$ cat src/rtl/uriscv_mem_arbiter.sv
// rtl/uriscv_mem_arbiter.sv - fetch/LSU shared memory bus arbiter with in-order response routing
// Data has priority over fetch; a starvation counter forces fetch ahead after STARVE_LIMIT data grants.
module uriscv_mem_arbiter #(
    parameter int OUTSTANDING  = 2,
    parameter int STARVE_LIMIT = 4
) (
    input  logic        clk,
    input  logic        rst,

    input  logic        ifetch_rd_i,
    input  logic [31:0] ifetch_addr_i,
    output logic        ifetch_accept_o,
    output logic        ifetch_ack_o,
    output logic [31:0] ifetch_data_o,
    output logic        ifetch_error_o,

    input  logic        dmem_rd_i,
    input  logic [3:0]  dmem_wr_i,
    input  logic [31:0] dmem_addr_i,
    input  logic [31:0] dmem_data_i,
    output logic        dmem_accept_o,
    output logic        dmem_ack_o,
    output logic [31:0] dmem_data_o,
    output logic        dmem_error_o,

    output logic        mem_rd_o,
    output logic [3:0]  mem_wr_o,
    output logic [31:0] mem_addr_o,
    output logic [31:0] mem_data_o,
    input  logic        mem_accept_i,
    input  logic        mem_ack_i,
    input  logic [31:0] mem_data_i,
    input  logic        mem_error_i,

    output logic        spurious_ack_o
);

    localparam int CW = $clog2(OUTSTANDING + 1);
    localparam int PW = (OUTSTANDING > 1) ? $clog2(OUTSTANDING) : 1;
    localparam int SW = $clog2(STARVE_LIMIT + 1);

    logic [CW-1:0]          count_q, count_d;
    logic [PW-1:0]          wr_ptr_q, wr_ptr_d;
    logic [PW-1:0]          rd_ptr_q, rd_ptr_d;
    logic [OUTSTANDING-1:0] id_q, id_d;
    logic                   lock_q, lock_d;
    logic                   lock_port_q, lock_port_d;
    logic [SW-1:0]          starve_q, starve_d;
    logic                   spurious_q, spurious_d;

    logic fetch_req;
    logic data_req;
    logic full;
    logic empty;
    logic sel_data;
    logic grant_data;
    logic req_pending;
    logic fwd;
    logic accept;
    logic pop;
    logic head_id;

    function automatic logic [PW-1:0] ptr_inc(input logic [PW-1:0] p);
        return (p == PW'(OUTSTANDING - 1)) ? '0 : p + 1'b1;
    endfunction

    assign fetch_req = ifetch_rd_i;
    assign data_req  = dmem_rd_i | (|dmem_wr_i);
    assign full      = (count_q == CW'(OUTSTANDING));
    assign empty     = (count_q == '0);

    // Port ID 1 = data, 0 = fetch; a stalled request keeps its port via the lock.
    assign sel_data    = data_req & ~(fetch_req & (starve_q == SW'(STARVE_LIMIT)));
    assign grant_data  = lock_q ? lock_port_q : sel_data;
    assign req_pending = grant_data ? data_req : fetch_req;
    assign fwd         = req_pending & ~full & rst;
    assign accept      = fwd & mem_accept_i;

    assign mem_rd_o   = fwd & (grant_data ? dmem_rd_i : 1'b1);
    assign mem_wr_o   = (fwd & grant_data) ? dmem_wr_i : 4'b0;
    assign mem_addr_o = grant_data ? dmem_addr_i : ifetch_addr_i;
    assign mem_data_o = dmem_data_i;

    assign ifetch_accept_o = accept & ~grant_data;
    assign dmem_accept_o   = accept & grant_data;

    assign pop     = mem_ack_i & ~empty;
    assign head_id = id_q[rd_ptr_q];

    assign ifetch_ack_o   = pop & ~head_id;
    assign dmem_ack_o     = pop & head_id;
    assign ifetch_data_o  = mem_data_i;
    assign dmem_data_o    = mem_data_i;
    assign ifetch_error_o = mem_error_i & ifetch_ack_o;
    assign dmem_error_o   = mem_error_i & dmem_ack_o;
    assign spurious_ack_o = spurious_q;

    always_comb begin
        count_d     = count_q;
        wr_ptr_d    = wr_ptr_q;
        rd_ptr_d    = rd_ptr_q;
        id_d        = id_q;
        lock_d      = lock_q;
        lock_port_d = lock_port_q;
        starve_d    = starve_q;
        spurious_d  = spurious_q;

        if (accept) begin
            id_d[wr_ptr_q] = grant_data;
            wr_ptr_d       = ptr_inc(wr_ptr_q);
        end
        if (pop) begin
            rd_ptr_d = ptr_inc(rd_ptr_q);
        end
        case ({accept, pop})
            2'b10:   count_d = count_q + 1'b1;
            2'b01:   count_d = count_q - 1'b1;
            default: count_d = count_q;
        endcase

        if (mem_ack_i & empty) begin
            spurious_d = 1'b1;
        end

        if (fwd & ~mem_accept_i) begin
            lock_d      = 1'b1;
            lock_port_d = grant_data;
        end else if (accept) begin
            lock_d = 1'b0;
        end

        if (~fetch_req | ifetch_accept_o) begin
            starve_d = '0;
        end else if (dmem_accept_o && (starve_q != SW'(STARVE_LIMIT))) begin
            starve_d = starve_q + 1'b1;
        end
    end

    always_ff @(posedge clk or negedge rst) begin
        if (!rst) begin
            count_q     <= '0;
            wr_ptr_q    <= '0;
            rd_ptr_q    <= '0;
            id_q        <= '0;
            lock_q      <= 1'b0;
            lock_port_q <= 1'b0;
            starve_q    <= '0;
            spurious_q  <= 1'b0;
        end else begin
            count_q     <= count_d;
            wr_ptr_q    <= wr_ptr_d;
            rd_ptr_q    <= rd_ptr_d;
            id_q        <= id_d;
            lock_q      <= lock_d;
            lock_port_q <= lock_port_d;
            starve_q    <= starve_d;
            spurious_q  <= spurious_d;
        end
    end

endmodule

$ cat config.mk
export PLATFORM = sky130hd
export DESIGN_NAME = uriscv_mem_arbiter
export DESIGN_NICKNAME = d
export VERILOG_FILES = /design/src/rtl/uriscv_mem_arbiter.sv
export SDC_FILE = /design/constraint.sdc
export NUM_CORES = 1
export LEC_CHECK = 0
export ABC_AREA = 1
export CORE_MARGIN = 10
export CORE_UTILIZATION = 24
export CTS_BUF_LIST = sky130_fd_sc_hd__clkbuf_8 sky130_fd_sc_hd__clkbuf_16
export CTS_CLUSTER_DIAMETER = 40
export DETAILED_ROUTE_END_ITERATION = 10
export PLACE_DENSITY = 0.92
export SLEW_MARGIN = 5
export SYNTH_ARGS = -nofsm -noshare
export SYNTH_HDL_FRONTEND = slang
export SYNTH_SLANG_ARGS = --single-unit
$ cat constraint.sdc
create_clock -name clk -period 2.7 [get_ports clk]
set_clock_uncertainty 0.1 [all_clocks]
set_input_delay 0.54 -clock clk [delete_from_list [all_inputs] [get_ports clk]]
set_output_delay 0.54 -clock clk [all_outputs]
set_load 0.05 [all_outputs]
==> run_results.csv <==
group,metric,value,unit
synth,synth_top_family_by_area,"buffers and inverters",
floorplan,core,7767,um^2
timing,period_share,0.9828,
synth,synth-seq-cells,12,
setup_path,critPathRequiredTime,2.06,ns
power_and_ir_drop,vdd.ir_drop.worst,555.0,uV
synth,yosys.area_share.simple,0.3342,
clock_tree,hold_buffers,0,
clock_tree,tritoncts,"built",
setup_path,critPathArrivalTime,2.01,ns
timing,relSlewSlack,0.6659,
layout,nets,469,
synth,muxShareOfSynthArea,0,
layout,drive_gt1_frac,0.2607,
floorplan,fp.dieArea,11960,um^2
global_routing,grt_pass1_wl,10240,um
drt,routed_wl,7182,um
setup_path,slowest_delay,0.45,ns
clock_tree,htree_levels,1,
setup_path,path_cells,"clkdlybuf4s50_1 -> nand3_1 -> nand2_1 -> inv_2 -> nand2_4 -> nand2_4 -> inv_6 -> buf_12 -> buf_4 -> nor2_2 -> buf_12",
drt,dr.pass1.iters,4,
timing,min_period,2.653,ns
timing,fmax,0.3769,GHz
placement,preCtsSetupSlack,0.01550,ns
drt,num_vias,1792,
power_and_ir_drop,leakage,1.476,nW
setup_path,start_kind,"input pin",
setup_path,endpoint_kind,"primary output",
power_and_ir_drop,total_power,4.201,mW
setup_path,crit_fanout,18,
timing,drv_slew,0,
layout,utilization,0.3977,
clock_tree,cts_made_buffers,3,
clock_tree,clk_latency,0.24,ns
job,drv_cap,0,
clock_tree,cts_root_buf,"clkbuf_8",
placement,placed_cell_area,2990,um^2
global_routing,grt.overflow.total,0,
floorplan,fp-row-count,32,
synth,synth.distinct_cells,29,
floorplan,die_w,109.4,um
layout,antenna_cells,0,
layout,areaGrowthSynthToFinish,61.16,%
synth,synthAdderAreaFrac,0.01958,
power_and_ir_drop,p_per_area,1360,nW/um^2
drt,drtIter0Drc,91,
synth,synthXorXnorAreaFrac,0.01828,
timing,worst_pin_slew,0.4996,ns
drt,final_antenna_net_count,0,
placement,numPortBuffers,118,
synth,synth_cells,297,
clock_tree,clock_path_buffers,2,
synth,ys.warnings.count,0,
clock_tree,clkTransAtPathRegs,0.05,ns
synth,syn_nets,439,
global_routing,grt_pass1_vias,1985,
setup_path,path_class,"input pin to primary output",
layout,n_fill_cell,762,
floorplan,die-height,109.4,um
global_routing,antenna_found_initial,0,
clock_tree,numClockSinks,12,
placement,dp_hpwl,6367,um
drt,wl_per_cell,16.78,um
timing,rsz0062_at_grt,"true",
hold_path,worstHoldPathType,"flop to flop",
timing,finalHoldViolCount,0,
synth,synth-seq-area-share,0.1567,
floorplan,ioPinCount,279,
drt,routed_via_density,4.187,
timing,fin_setup_tns,0,ns
placement,gp_congestion,0.7909,
synth,syn_area_per_cell,6.454,um^2
timing,worst_slack,0.04657,ns
layout,stdcell_area,3089,um^2
floorplan,start_util,0.2468,
synth,synth_compound_area_frac,0.03460,
outcome,outcome,"finished, final reports clean",
setup_path,crit_slowest_cell,"clkdlybuf4s50_1",
synth,syn_area,1917,um^2
global_routing,grt_max_degree,34,
timing,finalSetupViolCount,0,
global_routing,grt_usage,0.1076,
drt,drc_errors,0,
==> metal layers <==
| metal | share of wire | track usage | vias to the layer above | routed length (um) |
|---|---|---|---|---|
| met5 | 0 | 0 | - | 0 |
| met4 | 0.057 | 0.07063 | 0 | 407 |
| met3 | 0.16 | 0.06319 | 41 | 1124 |
| met2 | 0.50 | 0.1784 | 133 | 3584 |
| met1 | 0.29 | 0.09894 | 761 | 2065 |
| li1 | - | - | 857 | - |
==> timing repair <==
item / 4_1_cts / 5_1_grt
pin swaps: 0 / 2
resized for setup: 1 / 10
setup endpoints to repair: 1 / 37
setup buffers: 0 / 2
gates cloned: 0 / 0
==> power breakdown <==
part	internal [mW]	total [mW]	switching [mW]
Sequential	0.248	0.300	0.0524
Clock	0.128	0.191	0.0621
Combinational	1.63	3.71	2.08
==> placed cells by master, fill, tap and decap left out, drive strengths merged <==
| cell type | n |
|---|---|
| a21o | 1 |
| a21oi | 2 |
| buf | 52 |
| clkbuf | 4 |
| clkdlybuf4s50 | 73 |
| dfrtp | 12 |
| dlymetal6s2s | 2 |
| ha | 3 |
| inv | 21 |
| nand2 | 109 |
| nand3 | 5 |
| nand4 | 2 |
| nor2 | 23 |
| nor3 | 2 |
| o21ai | 9 |
| or2 | 2 |
| xnor2 | 1 |
| xor2 | 3 |
==> final timing paths <==
| kind | startpoint | endpoint | slack, ns | depth (start not counted) |
|---|---|---|---|---|
| max in group asynchronous | rst | id_q[1]$_DFFE_PN0P_ | 1.79 | 2 |
| worst min-delay path | spurious_ack_o$_DFFE_PN0P_ | spurious_ack_o$_DFFE_PN0P_ | 0.36 | 1 |
| worst max-delay path | ifetch_rd_i | dmem_accept_o | 0.05 | 11 |
| worst max register to register | starve_q[0]$_DFFE_PN0P_ | count_q[1]$_DFFE_PN0P_ | 0.56 | 12 |
| worst min register to register | spurious_ack_o$_DFFE_PN0P_ | spurious_ack_o$_DFFE_PN0P_ | 0.36 | 1 |
| min in group asynchronous | rst | count_q[0]$_DFFE_PN0P_ | 0.55 | 2 |
==> cell families after synthesis <==
kind of cell,after synthesis
compound gates,12
flops,12
fa+ha+maj,3
xor+xnor,4
simple gates,143
buf+inv,123
==> cells in the mapped netlist (all sizes together) <==
cell type | number | area (um^2)
nand4 | 2 | 27.53
a21oi | 2 | 10.01
xnor2 | 1 | 8.760
dfrtp | 12 | 300.3
clkbuf | 2 | 7.510
xor2 | 3 | 26.28
a21o | 1 | 7.510
ha | 3 | 37.54
nand2 | 109 | 426.7
nor3 | 2 | 10.01
o21ai | 9 | 48.80
or2 | 2 | 15.02
inv | 21 | 81.33
buf | 100 | 748.2
nand3 | 5 | 47.55
nor2 | 23 | 113.9
==> per-stage QoR <==
step | hold slack, ns | cells
after floorplan | 0.1444 | 297
after global placement | 0.3426 | 422
after detailed placement | 0.3473 | 422
after CTS | 0.3591 | 426
after global routing | 0.3718 | 428
final | 0.3579 | 428
==> state kept, by name, summed over array words and instances (netlist names) <==
name            count
id_q                2
lock_q              1
wr_ptr_q            1
lock_port_q         1
rd_ptr_q            1
count_q             2
starve_q            3
spurious_ack_o      1
==> worst max-delay path: cells and delay by family <==
kind          cells  cell delay (ns)
buf+inv           6             0.99
simple gates      5             0.47
==> cell type report <==
class	instances	area (um^2)	share of cell area
sequential	12	300.3	0.09721
clock buffer	4	55.05	0.01782
timing repair buffer	127	1722	0.5573
inverter	21	83.83	0.02714
multi-input combinational	162	800.8	0.2592
tap	102	127.6	0.04131
No activity file was read; power rests on OpenSTA's default activity.
